### src/rtl/timer_pkg.sv
// Shared constants and helpers for the cascaded down-timer family.
package timer_pkg;

  localparam int DIGIT_W = 4;

  // Default MM:SS shape: digit 0 counts seconds units (mod 10), digit 1 tens
  // of seconds (mod 6), digit 2 minute units (mod 10), digit 3 tens (mod 6).
  localparam logic [15:0] MMSS_MODULI = 16'h6A6A;

  // Limit a loaded digit to the largest value its modulus allows.
  function automatic logic [DIGIT_W-1:0] clamp_digit(input logic [DIGIT_W-1:0] value,
                                                     input logic [DIGIT_W-1:0] modulus);
    return (value >= modulus) ? (modulus - DIGIT_W'(1)) : value;
  endfunction

endpackage

### src/rtl/digit_down_counter.sv
// One mod-MOD down-counting digit. It steps when both the global enable and
// its borrow input are high; a step from zero wraps to MOD-1.
module digit_down_counter
  import timer_pkg::*;
#(
  parameter int MOD = 10
) (
  input  logic               clk,
  input  logic               clear,
  input  logic               load_n,
  input  logic               enable,
  input  logic               borrow_in,
  input  logic [DIGIT_W-1:0] data,
  output logic [DIGIT_W-1:0] q,
  output logic               is_zero
);

  localparam logic [DIGIT_W-1:0] MOD_V = DIGIT_W'(MOD);
  localparam logic [DIGIT_W-1:0] MAX_V = DIGIT_W'(MOD - 1);

  // Digit register: clear, then clamped load, then borrow-gated decrement.
  always_ff @(posedge clk or posedge clear) begin
    if (clear) begin
      q <= '0;
    end else if (!load_n) begin
      q <= clamp_digit(data, MOD_V);
    end else if (enable && borrow_in) begin
      q <= (q == '0) ? MAX_V : (q - DIGIT_W'(1));
    end
  end

  assign is_zero = (q == '0);

endmodule

### src/rtl/cascaded_down_timer.sv
// Multi-digit down counter built from cascaded per-digit counters, with a
// borrow chain, clamped load, saturate-or-wrap at zero and a done pulse.
module cascaded_down_timer
  import timer_pkg::*;
#(
  parameter int                  DIGITS   = 4,
  parameter logic [4*DIGITS-1:0] MODULI   = MMSS_MODULI,
  parameter bit                  SATURATE = 1'b1
) (
  input  logic                  clk,
  input  logic                  clear,
  input  logic                  load_n,
  input  logic                  enable,
  input  logic [4*DIGITS-1:0]   data,
  output logic [4*DIGITS-1:0]   count,
  output logic                  count_end,
  output logic                  done_pulse
);

  logic [DIGITS-1:0] is_zero;
  logic [DIGITS-1:0] lower_zero;
  logic              step_en;
  logic              upper_zero;
  logic              final_step;

  assign count_end = &is_zero;

  // In saturate mode an all-zero count must not wrap, so the step is blocked
  // at the source rather than inside every digit.
  assign step_en = enable & ~(SATURATE & count_end);

  // Borrow chain: lower_zero[i] is high when every digit below i is zero.
  always_comb begin
    lower_zero    = '0;
    lower_zero[0] = 1'b1;
    for (int i = 1; i < DIGITS; i++) begin
      lower_zero[i] = lower_zero[i-1] & is_zero[i-1];
    end
  end

  genvar g;
  generate
    for (g = 0; g < DIGITS; g++) begin : g_digit
      digit_down_counter #(
        .MOD (int'(MODULI[4*g +: 4]))
      ) u_digit (
        .clk       (clk),
        .clear     (clear),
        .load_n    (load_n),
        .enable    (step_en),
        .borrow_in (step_en & lower_zero[g]),
        .data      (data[4*g +: 4]),
        .q         (count[4*g +: 4]),
        .is_zero   (is_zero[g])
      );
    end
  endgenerate

  // Detect a count of exactly one: the only value a decrement turns into zero.
  always_comb begin
    upper_zero = 1'b1;
    for (int i = 1; i < DIGITS; i++) begin
      upper_zero = upper_zero & is_zero[i];
    end
  end

  assign final_step = (count[DIGIT_W-1:0] == DIGIT_W'(1)) & upper_zero;

  // Done pulse: high for the cycle after a decrement lands on zero.
  always_ff @(posedge clk or posedge clear) begin
    if (clear) begin
      done_pulse <= 1'b0;
    end else begin
      done_pulse <= load_n & enable & final_step;
    end
  end

endmodule

### config.mk
export PLATFORM = sky130hd
export DESIGN_NAME = cascaded_down_timer
export DESIGN_NICKNAME = d
export VERILOG_FILES = /design/src/rtl/timer_pkg.sv /design/src/rtl/digit_down_counter.sv /design/src/rtl/cascaded_down_timer.sv
export SDC_FILE = /design/constraint.sdc
export NUM_CORES = 1
export LEC_CHECK = 0
export CAP_MARGIN = 20
export CORE_AREA = 3 3 52 54
export DETAILED_ROUTE_END_ITERATION = 10
export DIE_AREA = 0 0 55 57
export PLACE_DENSITY = 0.77
export RECOVER_POWER = 25
export SKIP_CTS_REPAIR_TIMING = 1
export SYNTH_ARGS = -nofsm -noshare
export SYNTH_HDL_FRONTEND = slang
export SYNTH_SLANG_ARGS = --single-unit
### constraint.sdc
create_clock -name clk -period 2.2 [get_ports clk]
set_input_delay 0.66 -clock clk [delete_from_list [all_inputs] [get_ports clk]]
set_output_delay 0.66 -clock clk [all_outputs]
set_load 0.02 [all_outputs]
# ---- Word level (Yosys, flattened, before mapping)
# Index checks and enable logic that the tools add are counted.
dict set report classes {
  magnitude_cmp 4
  addsub 4
  reduce_logical 8
  n_mux 16
  bitwise 12
  n_eq_ne 5
}
# operator count
set op_table {}
lappend op_table {{$mux W4} 16}
lappend op_table {{$logic_not A4 Y1} 4}
lappend op_table {{$sub A4 B1 Y4 const B} 4}
lappend op_table {{$and A1 B1 Y1} 11}
lappend op_table {{$ge A4 B3 Y1 const B} 2}
lappend op_table {{$ge A4 B4 Y1 const B} 2}
lappend op_table {{$ne A2 B1 Y1 const B} 4}
lappend op_table {{$eq A4 B1 Y1 const B} 1}
lappend op_table {{$reduce_and A4 Y1} 1}
lappend op_table {{$logic_and A1 B1 Y1} 3}
lappend op_table {{$not A1 Y1} 1}
dict set report totals {
  register_bits 17
  wordCells 54
  inputBits 20
}

# ---- Logic depth before layout (Yosys ltp)
# Gate-level depths: netlist of the first run.
dict set report depth {
  depth_word 8
  ltp_mapped 5
  ltp_nobuf 4
}

# ---- Modules after synthesis
# Synthesis of the first run repeated with hierarchy kept, for this count alone.
dict set report hier_totals {
  hier_cells 108
  hier_area_um2 1026.0
}
# module cells_each instances area_per_inst_um2
set modules_own_cells {}
lappend modules_own_cells {{digit_down_counter (g_digit[0].u_digit ...)} 26 2 244.0}
lappend modules_own_cells {{digit_down_counter (g_digit[1].u_digit ...)} 22 2 216.5}
lappend modules_own_cells {cascaded_down_timer 12 1 105.1}

# ---- Worst setup path after synthesis of the first run
# Ideal clock, no wire load.
dict set report synth_path {
  kind {reg2out}
  start {reg g_digit[3].u_digit.q[2]}
  end {out count_end}
  required_time_ns 1.540
  path_stages_with_launch 4
  t_arrival_ns 1.500
  slack_ns 0.040
  cell_sequence {dfrtp_1 nor4_1 nand4_1 nor2_1}
}
dict set report synth_via {
  elab_chain_cells 2
}
# element line
set synth_rtl {}
lappend synth_rtl {{start: declaration} digit_down_counter.sv:14} ;# output logic [DIGIT_W-1:0] q,
lappend synth_rtl {{start signal: assignment} digit_down_counter.sv:26} ;# q <= clamp_digit(data, MOD_V);
lappend synth_rtl {{start signal: assignment} digit_down_counter.sv:28} ;# q <= (q == '0) ? MAX_V : (q - DIGIT_W'(1));
lappend synth_rtl {{$logic_not A4 Y1} digit_down_counter.sv:32} ;# assign is_zero = (q == '0);
lappend synth_rtl {{$reduce_and A4 Y1} cascaded_down_timer.sv:26} ;# assign count_end = &is_zero;
lappend synth_rtl {{end: declaration} cascaded_down_timer.sv:16} ;# output logic count_end,
# No other way between the ends.

# ---- Worst setup path after layout of the first run
dict set report layout_path {
  start {reg g_digit[2].u_digit.q[3]}
  end {out count_end}
}
dict set report layout_via {
  elab_chain_cells 2
}
# element line
set layout_rtl {}
lappend layout_rtl {{start: declaration} digit_down_counter.sv:14}
lappend layout_rtl {{start signal: assignment} digit_down_counter.sv:26}
lappend layout_rtl {{start signal: assignment} digit_down_counter.sv:28}
lappend layout_rtl {{$logic_not A4 Y1} digit_down_counter.sv:32}
lappend layout_rtl {{$reduce_and A4 Y1} cascaded_down_timer.sv:26}
# No other way between the ends.

==> results of run 1 <==
[kinds of logic (layout without fill, tap and decap cells)]
kind of cell	Yosys count	in the layout
compound gates	34	34
buf+inv	8	77
flops	17	17
mux	2	2
simple gates	50	50
[routing by layer]
layer  GRT usage  vias up
met3     0.02611        5
li1            -      564
met2      0.3378       33
met5           0        -
met4      0.1076        0
met1      0.2617      528
[report_power, final]
part	switching, µW	internal (µW)
logic	132	148
registers	18.1	335
clock network	105	70.8
[cell type report]
class,instances,area (µm²),share of cell area
Clock buffer,4,26.28,0.01597
Sequential cell,17,425.4,0.2586
Timing Repair Buffer,69,608.1,0.3696
Inverter,4,15.01,0.009125
Multi-Input combinational cell,86,535.5,0.3255
Tap cell,28,35.03,0.02129
[sequential cells by signal, indices dropped and copies added (netlist names)]
signal	flops
done_pulse	1
g_digit.u_digit.q	16
[stage by stage]
stage | cells | util
after floorplan | 111 | -
after global placement | 203 | 0.7059
after detailed placement | 203 | 0.7059
after CTS | 207 | 0.7175
after global routing | 208 | 0.7297
final | 208 | 0.7297
[worst paths after layout]
check | start | endpoint | slack [ns] | cells past startpoint
hold / removal | g_digit[0].u_digit.q[0] | done_pulse | 0.62 | 2
hold reg to reg | g_digit[0].u_digit.q[0] | done_pulse | 0.62 | 2
max in group asynchronous | clear | g_digit[3].u_digit.q[1] | 0.93 | 2
setup reg to reg | g_digit[1].u_digit.q[0] | g_digit[2].u_digit.q[1] | 0.05 | 6
min in group asynchronous | clear | g_digit[0].u_digit.q[1] | 0.87 | 2
setup / recovery | g_digit[2].u_digit.q[3] | count_end | -0.07 | 5
[critical path: cells and delay by family, from the launching register on]
family / cells / cell delay [ns]
AND/OR/NAND/NOR: 3 / 0.57
buffers and inverters: 2 / 0.33
flip-flops: 1 / 0.41
[cell usage in the layout, fill, tap and decap left out, types with 2 or more instances in the layout]
cell type,synthesis,final
o31ai_1,2,2
inv_1,4,4
nor3_1,5,5
nor4_2,0,3
nand2_1,12,12
a21oi_1,5,5
a22o_1,2,2
clkdlybuf4s50_1,0,35
nand2b_1,2,2
o21a_1,3,3
or4_4,1,2
buf_4,0,33
dfrtp_1,17,17
nand4_1,2,2
a31oi_1,6,6
o21ai_0,10,10
a2111oi_0,2,2
nand3_1,2,2
or3_1,4,4
a31o_2,2,2
nor2_1,9,9
clkbuf_4,0,3
nor4b_1,3,3
==> metrics, run 1 <==
largest cells by area after synthesis=dfrtp_1 (44%), o21ai_0 (5.1%), nand2_1 (4.6%); multiplexer fraction of the synthesized cell area=0.02177; asr flop ratio synth=1.000; layout cells sized above 1=0.2500; met3 WL post-DR=149 µm; post-layout worst setup margin=-0.07106 ns; library cell with the highest instance count after synthesis=dfrtp_1; Final nets=201; clock latency at the later pin of the worst-skew pair=0.30 ns; distinct cell type count after synthesis=32; Post-Syn Instances=111; EDFF count, synth=0; routed wirelength normalized by instance count=14.40 µm; placed cell area=1592 µm²; cell seen most often among critical-path stages=buf_4; Die Footprint=3135 µm²; Compound-Gate Fraction of Synth Area=0.2266; number of storage elements in the synthesis netlist=17; Worst slew margin=0.5874; CP cell instances=nor4_2 > buf_4 > nand4_1 > nor2_1 > buf_4; vias in the first global route=1093; top-area cell type share of the netlist area=0.4353; first-pass GRT wire length=4719 µm; DRC marker count from the first detailed-route iteration=18; detailed-routing iteration count for the pre-antenna-repair pass=4; dominant cell type by area after synthesis=dfrtp_1; H-tree level count=1; average footprint of a synthesized cell=8.803 µm²; total power=809.7 µW; run status=complete, but fails checks; finished layout cell area=1645 µm²; sequential cell area fraction in the yosys report=0.4353; maximum number of pins on one net before global-route repair=18; last weighted congestion value of the routability-driven placer=0.8360; clock-pin transition on the worst setup and hold timing paths=0.10 ns; final antenna diode count=0; height of the die=57 µm; setup tns final=-0.07106 ns; final hold slack=0.6166 ns; actual slew at the worst max-slew pin=0.6182 ns; final worst clock skew=0.005630 ns; total DRC errors in the routed layout=0; simple-gate portion of the synthesized area=0.2766; vias per cell=5.433; maximum ir drop on the vdd rail=0.0003832 V; crit path launch type=register; number of maximum-capacitance violations=0; cell leakage power=0.0007020 µW; adder-cell share of the synthesized area=0; crit path capture type=output port; net count of the mapped netlist=131; filler cell count=190; final hold violation count=0; TritonCTS clock tree=built; Total Wirelength=2995 µm; highest clock rate=440.3 MHz; top routing layer in use=met4; final setup vio count=1; dominant combinational cell family by area after synthesis=simple AND/OR/NAND/NOR gates; Met2 Wirelength=1477 µm; top cells by count, synth=dfrtp_1 (17), nand2_1 (12), o21ai_0 (10); XOR/XNOR Fraction of Synth Area=0; Top FF cell, synth=dfrtp_1; RSZ-0062 raised after global routing=yes; fin crit period=2.271 ns; class of the most critical setup path=register to output port; slowest stage cell on the critical path=dfrtp_1; layout overhead on the synthesized area=68.37%; failing checks=negative setup slack; initial antenna violation count=0; effective utilization at floorplan=0.4334; post-placement worst setup slack=-0.1817 ns; number of top-level design ports=38; clock sink total=17; HPWL after DPL=2344 µm; data required time at the worst endpoint=1.54 ns; sum of routed wire segments on met1=1300 µm; placeable core area=2255 µm²; number of CTS-inserted buffers=3; master cell of the clock root buffer=clkbuf_4; via count=1130; Mapped Area=977.2 µm²; Final period util=1.032; Chip Width=55 µm; crit path DAT=1.61 ns; cell row count=17; stage delay of the slowest cell on the critical path=0.41 ns; aggregate global routing overflow=0; type of the most critical hold path=register to register; Total Routing Usage GR=0.2076; Power per Cell Area=492.1 nW/µm²; DRT antenna net count=0; Final Max Tran Viols=0; number of buffers inserted by port buffering=37; total number of yosys warnings=0; CTS Buffer Depth=2; maximum net fanout on the critical path=4
No activity file was read; power rests on OpenSTA's default activity.
==> run 2, diff against run 1 <==
- CTS_CLUSTER_SIZE: not set -> 14
==> results of run 2 <==
The final DEF is identical to that of run 1; final timing and power are the same.
